--- src/rtl/jpeg_rle_coef_decoder.sv ---
// Run-length decoder: expands (run, coef, eob) symbols into 64 zig-zag ordered
// coefficients per 8x8 block, one per cycle through a registered output slot.
module jpeg_rle_coef_decoder #(
   parameter int unsigned COEF_W  = 12,
   parameter int unsigned BLK_LEN = 64
) (
   input  logic                     clk,
   input  logic                     rst,
   input  logic                     sym_valid,
   output logic                     sym_ready,
   input  logic [3:0]               sym_run,
   input  logic signed [COEF_W-1:0] sym_coef,
   input  logic                     sym_eob,
   output logic                     out_valid,
   input  logic                     out_ready,
   output logic signed [COEF_W-1:0] out_coef,
   output logic [5:0]               out_idx,
   output logic                     out_last,
   output logic                     err_ovf,
   input  logic                     err_clr
);

   localparam logic [5:0] LAST_IDX = 6'(BLK_LEN - 1);

   typedef enum logic [1:0] {StDc, StAc, StZeros, StFlush} state_t;

   state_t                   state;
   logic [5:0]               idx;
   logic [3:0]               remaining;
   logic signed [COEF_W-1:0] pend_coef;
   logic                     armed;
   logic                     slot_free;
   logic                     accept;
   logic                     at_end;

   // armed keeps sym_ready low until the first clock edge after reset release
   always_comb begin
      slot_free = !out_valid || out_ready;
      sym_ready = armed && (state == StDc || state == StAc) && slot_free;
      accept    = sym_valid && sym_ready;
      at_end    = (idx == LAST_IDX);
   end

   always_ff @(posedge clk or posedge rst) begin
      if (rst) begin
         state     <= StDc;
         idx       <= '0;
         remaining <= '0;
         pend_coef <= '0;
         armed     <= 1'b0;
         out_valid <= 1'b0;
         out_coef  <= '0;
         out_idx   <= '0;
         out_last  <= 1'b0;
         err_ovf   <= 1'b0;
      end else begin
         armed <= 1'b1;
         // a same-cycle overflow below overrides this clear
         if (err_clr) err_ovf <= 1'b0;
         if (out_valid && out_ready) out_valid <= 1'b0;
         if (slot_free) begin
            unique case (state)
               StDc: begin
                  if (accept) begin
                     out_valid <= 1'b1;
                     out_coef  <= sym_coef;
                     out_idx   <= '0;
                     out_last  <= 1'b0;
                     idx       <= 6'd1;
                     state     <= StAc;
                  end
               end
               StAc: begin
                  if (accept) begin
                     out_valid <= 1'b1;
                     out_idx   <= idx;
                     out_last  <= at_end;
                     idx       <= idx + 6'd1;
                     if (sym_eob) begin
                        out_coef <= '0;
                        state    <= at_end ? StDc : StFlush;
                     end else if (sym_run == 4'd0) begin
                        out_coef <= sym_coef;
                        state    <= at_end ? StDc : StAc;
                     end else begin
                        // first zero of the run goes out on the accept edge
                        out_coef  <= '0;
                        pend_coef <= sym_coef;
                        remaining <= sym_run - 4'd1;
                        if (at_end) begin
                           err_ovf <= 1'b1;
                           state   <= StDc;
                        end else begin
                           state <= StZeros;
                        end
                     end
                  end
               end
               StZeros: begin
                  out_valid <= 1'b1;
                  out_idx   <= idx;
                  out_last  <= at_end;
                  idx       <= idx + 6'd1;
                  if (remaining != 4'd0) begin
                     out_coef  <= '0;
                     remaining <= remaining - 4'd1;
                     // a zero at the last index leaves no room for the pending coef
                     if (at_end) begin
                        err_ovf <= 1'b1;
                        state   <= StDc;
                     end
                  end else begin
                     out_coef <= pend_coef;
                     state    <= at_end ? StDc : StAc;
                  end
               end
               StFlush: begin
                  out_valid <= 1'b1;
                  out_coef  <= '0;
                  out_idx   <= idx;
                  out_last  <= at_end;
                  idx       <= idx + 6'd1;
                  if (at_end) state <= StDc;
               end
               default: state <= StDc;
            endcase
         end
      end
   end

endmodule

--- config.mk ---
export PLATFORM = sky130hd
export DESIGN_NAME = jpeg_rle_coef_decoder
export DESIGN_NICKNAME = d
export VERILOG_FILES = /design/src/rtl/jpeg_rle_coef_decoder.sv
export SDC_FILE = /design/constraint.sdc
export NUM_CORES = 1
export LEC_CHECK = 0
export BUFFER_PORTS_ARGS = -buffer_cell sky130_fd_sc_hd__buf_4
export CAP_MARGIN = 20
export CORE_MARGIN = 3
export CORE_UTILIZATION = 35
export CTS_CLUSTER_SIZE = 30
export DETAILED_ROUTE_END_ITERATION = 10
export GPL_TIMING_DRIVEN = 0
export SLEW_MARGIN = 0
export SYNTH_ARGS = -nofsm -noshare
export SYNTH_HDL_FRONTEND = slang
export SYNTH_SLANG_ARGS = --single-unit
--- constraint.sdc ---
create_clock -name clk -period 7.1 [get_ports clk]
set_input_delay 1.42 -clock clk [delete_from_list [all_inputs] [get_ports clk]]
set_output_delay 1.42 -clock clk [all_outputs]
set_load 0.01 [all_outputs]
## Yosys cells after proc, flatten, opt, wreduce, memory -nomap -nowiden

Index checks and enable logic that the tools add are counted.

- Bits in registers: 46
- Input port bits: 22
- Output and inout bits: 22
- Logic and storage cells: 82

- Add/subtract/negate cells: 3
- Equal/unequal tests: 9
- Mux-type cells: 42
- Bitwise gates (word level): 2
- Reduce and logical (&&, ||, !) cells: 16

Operators with widths:

| cell | number |
|---|---|
| $mux 12 | 5 |
| $pmux 12 s4 | 1 |
| $pmux 6 s3 | 2 |
| $mux 6 | 4 |
| $mux 2 | 8 |
| $mux 4 | 4 |
| $mux 1 | 13 |
| $ne 2x2->1 const B | 5 |
| $pmux 2 s4 | 1 |
| $pmux 4 s2 | 1 |
| $sub 4x1->4 const B | 2 |
| $add 6x1->6 const B | 1 |
| $eq 6x6->1 const B | 1 |
| $reduce_and 6->1 | 1 |
| $reduce_and 5->1 | 1 |
| $eq 2x2->1 const B | 2 |
| $logic_and 1x1->1 | 4 |
| $logic_not 4->1 | 1 |
| $pmux 1 s2 | 2 |
| $reduce_bool 4->1 | 1 |
| $reduce_or 2->1 | 2 |
| $pmux 1 s3 | 1 |
| $reduce_and 3->1 | 1 |
| $eq 2x1->1 const B | 1 |
| 5 further kinds | 7 |

## Longest topological paths before layout

- Depth after elaboration: 8
- Depth in mapped cells: 9

## Worst setup path before layout

Ideal clock, no wire load.

- Path type: in2out
- From: in out_ready
- To: out sym_ready
- Arrival: 1.795 ns
- Required time: 5.680 ns
- Path slack: 3.885 ns
- Stages on the path: 2
- Buffers on the path: 0
- Cells stage by stage: nand2b_1 -> and3_1

- Word-level cells in the longest chain between the ends: 2

Ends and longest elaborated chain:

| item | line | RTL |
|---|---|---|
| from (decl) | 15 | `input logic out_ready,` |
| $logic_or 1x1->1 | 38 | `slot_free = !out_valid \|\| out_ready;` |
| $logic_and 1x1->1 | 39 | `sym_ready = armed && (state == StDc \|\| state == StAc) && slot_free;` |
| to (decl) | 10 | `output logic sym_ready,` |

Every way passes these cells.

## Worst setup path in the final report

Ends and elaborated chain as after synthesis.

==> results.cfg <==
[run_status]
outcome = finished, final reports clean

[timing]
finalSetupViolations = 0
slew_headroom = 0.594
fin_crit_ns = 3.51
fmax_mhz = 285
clock_skew_ns = 0.00572
final_max_slew_viol_count = 0
worst_pin_slew_ns = 0.604
tns_ns = 0
rsz0062_at_grt = no
fin_crit_sh = 0.495
whs_ns = 0.481
hold_viol = 0

[clocking]
cts_hold_buf = 0
cts_tree = done
cts_setup_buffers = 0
numCtsBuffers = 5
clock-sinks = 46
root_buffer = clkbuf_8
htree_num_levels = 2
clkSlewWorstSetupHoldPaths_ns = 0.08
cts_resized = 0
clk-insertion-delay-late_ns = 0.30
clock_path_buffers = 2

[worst_setup_path]
crit_type = in2out
crit_required_ns = 5.68
crit_family = simple AND/OR/NAND/NOR gates
critPathArrivalTime_ns = 2.09
critical_path.most_common_cell = buf_4
cpMaxStageDelayCell = nand2b_1
critPathMaxStageDelay_ns = 0.22
path_buf_inv = 2
crit_path_end_kind = primary output
crit_chain = buf_4, nand2b_1, and3_1, buf_4
crit_path_start_kind = input pin
crit_fanout = 5

[floorplan]
core_um2 = 6100
io_pins = 44
initial_core_util = 0.370
num_rows = 28
die-area_um2 = 7440
fp.dieW_um = 86.3
die_height_um = 86.3

[final_layout]
multi_input_area_um2 = 1030
final_cell_mix = 46 x dfrtp_1, 45 x buf_4, 32 x nor2_1
num-fill-cells = 604
layout_commonest_cell = dfrtp_1
drive_above_1_share = 0.296
fin_area_um2 = 2830
seqCellArea_um2 = 1150
finalNetCount = 297
antenna_cells = 0
syn_to_final_growth_pct = 25.7

[placed_design]
place_area_um2 = 2690
gp_congestion = 0.740
numPortBuffers = 43
dpl.hpwl_um = 3720

[synth]
synthFlopType = dfrtp_1
syn_avg_cell_area_um2 = 10.3
synth_seq_cells = 46
synth_area_um2 = 2250
ys_async_sr_fraction = 1.00
synth_cells = 218
syn-num-nets = 246
synth_edf_count = 0
yosysSeqAreaShare = 0.511
synth.distinct_cells = 45
yosysWarnings = 0

[drt]
num_vias = 1784
drc = 0
wirelength_um = 5050
via_per_inst = 5.17
post_drt_wl_per_cell_um = 14.6
first_iter_violations = 63
drtPass1Iterations = 4
ant_nets = 0

[power]
ir_worst_vdd_mv = 0.177
powerDensity_nw_per_um2 = 417
p_leak_nw = 1.31

[global_route]
grt_pass1_vias = 1734
grt_max_degree = 30
grt_antenna_before_repair = 0
grt-ovfl-total = 0
grt_use_total = 0.146
grt_pass1_wl_um = 8550

[job]
drv_cap = 0

[worst_hold_path]
worstHoldPathType = reg2reg
[cell type report]
| cell class | count | share of cell area |
|---|---|---|
| Sequential cell | 46 | 0.406 |
| Multi-Input combinational cell | 154 | 0.362 |
| Timing Repair Buffer | 44 | 0.121 |
| Tap cell | 75 | 0.0331 |
| Clock buffer | 6 | 0.0291 |
| Clock inverter | 2 | 0.0212 |
| Buffer | 10 | 0.0168 |
| Inverter | 8 | 0.0106 |
[cell usage after synthesis, drive strengths merged, types with 3 or more instances]
cell type  number  share of area
ha              6          0.033
nor3            3          0.012
clkbuf          6          0.010
a21oi           7          0.017
nor2           33          0.056
and3            4          0.011
nand2b          9          0.025
nand2          17          0.028
nand3           3         0.0067
buf             4          0.011
inv             8          0.013
a221oi         12          0.047
mux2i           3          0.013
dfrtp          46           0.51
mux2           13          0.067
o21ai          19          0.042
[power breakdown]
group / internal [mW] / switching [mW] / total [mW] / leakage [nW]
sequential: 0.370 / 0.0684 / 0.438 / 0.574
clock: 0.150 / 0.0882 / 0.238 / 0.0714
combinational: 0.233 / 0.271 / 0.504 / 0.667
[path summary, 6_finish.rpt]
check | endpoint | cells past startpoint | slack [ns] | start
min in group asynchronous | out_idx[2] | 2 | 1.11 | rst
min reg2reg | out_idx[3] | 2 | 0.48 | out_idx[3]
max reg2reg | remaining[2] | 8 | 4.42 | state[0]
max | sym_ready | 4 | 3.59 | out_ready
min | out_idx[3] | 2 | 0.48 | out_idx[3]
max in group asynchronous | remaining[2] | 3 | 5.50 | rst
[state kept, by name, summed over array words and instances, names as in the netlist, 2 cells and up]
| signal | count |
|---|---|
| idx | 6 |
| out_coef | 12 |
| out_idx | 6 |
| remaining | 4 |
| state | 2 |
| pend_coef | 12 |
[per-stage QoR]
stage          utilization  power (mW)  setup slack (ns)  instances
2_1_floorplan            -       0.766              3.88        218
3_3_place_gp         0.438       0.939              3.58        336
3_5_place_dp         0.442       0.952              3.57        337
4_1_cts              0.465        1.19              3.57        345
5_1_grt              0.465        1.28              3.53        345
6_report             0.465        1.18              3.59        345
[per-layer routing]
metal  vias to the layer above  track usage  share of wire
li1                        875            -              -
met1                       851        0.201           0.47
met2                        47        0.226           0.47
met3                        11       0.0342          0.040
met4                         0       0.0524          0.018
met5                         -            0              0
[tightest hold or removal path: stages, from the launching register on]
cell and delay, ns:
dfrtp_1 0.35, nand2_1 0.04, o21ai_0 0.06
[cell families after synthesis]
family,after synthesis,synth area share
other,1,0.00166
DFF,46,0.511
adders and majority gates,6,0.0333
xor gates and xnor gates,1,0.00389
and+or+nand+nor,81,0.191
muxes,16,0.0799
AOI/OAI and AO/OA,49,0.145
buffers and inverters,18,0.0344
No activity file was read; power rests on OpenSTA's default activity.
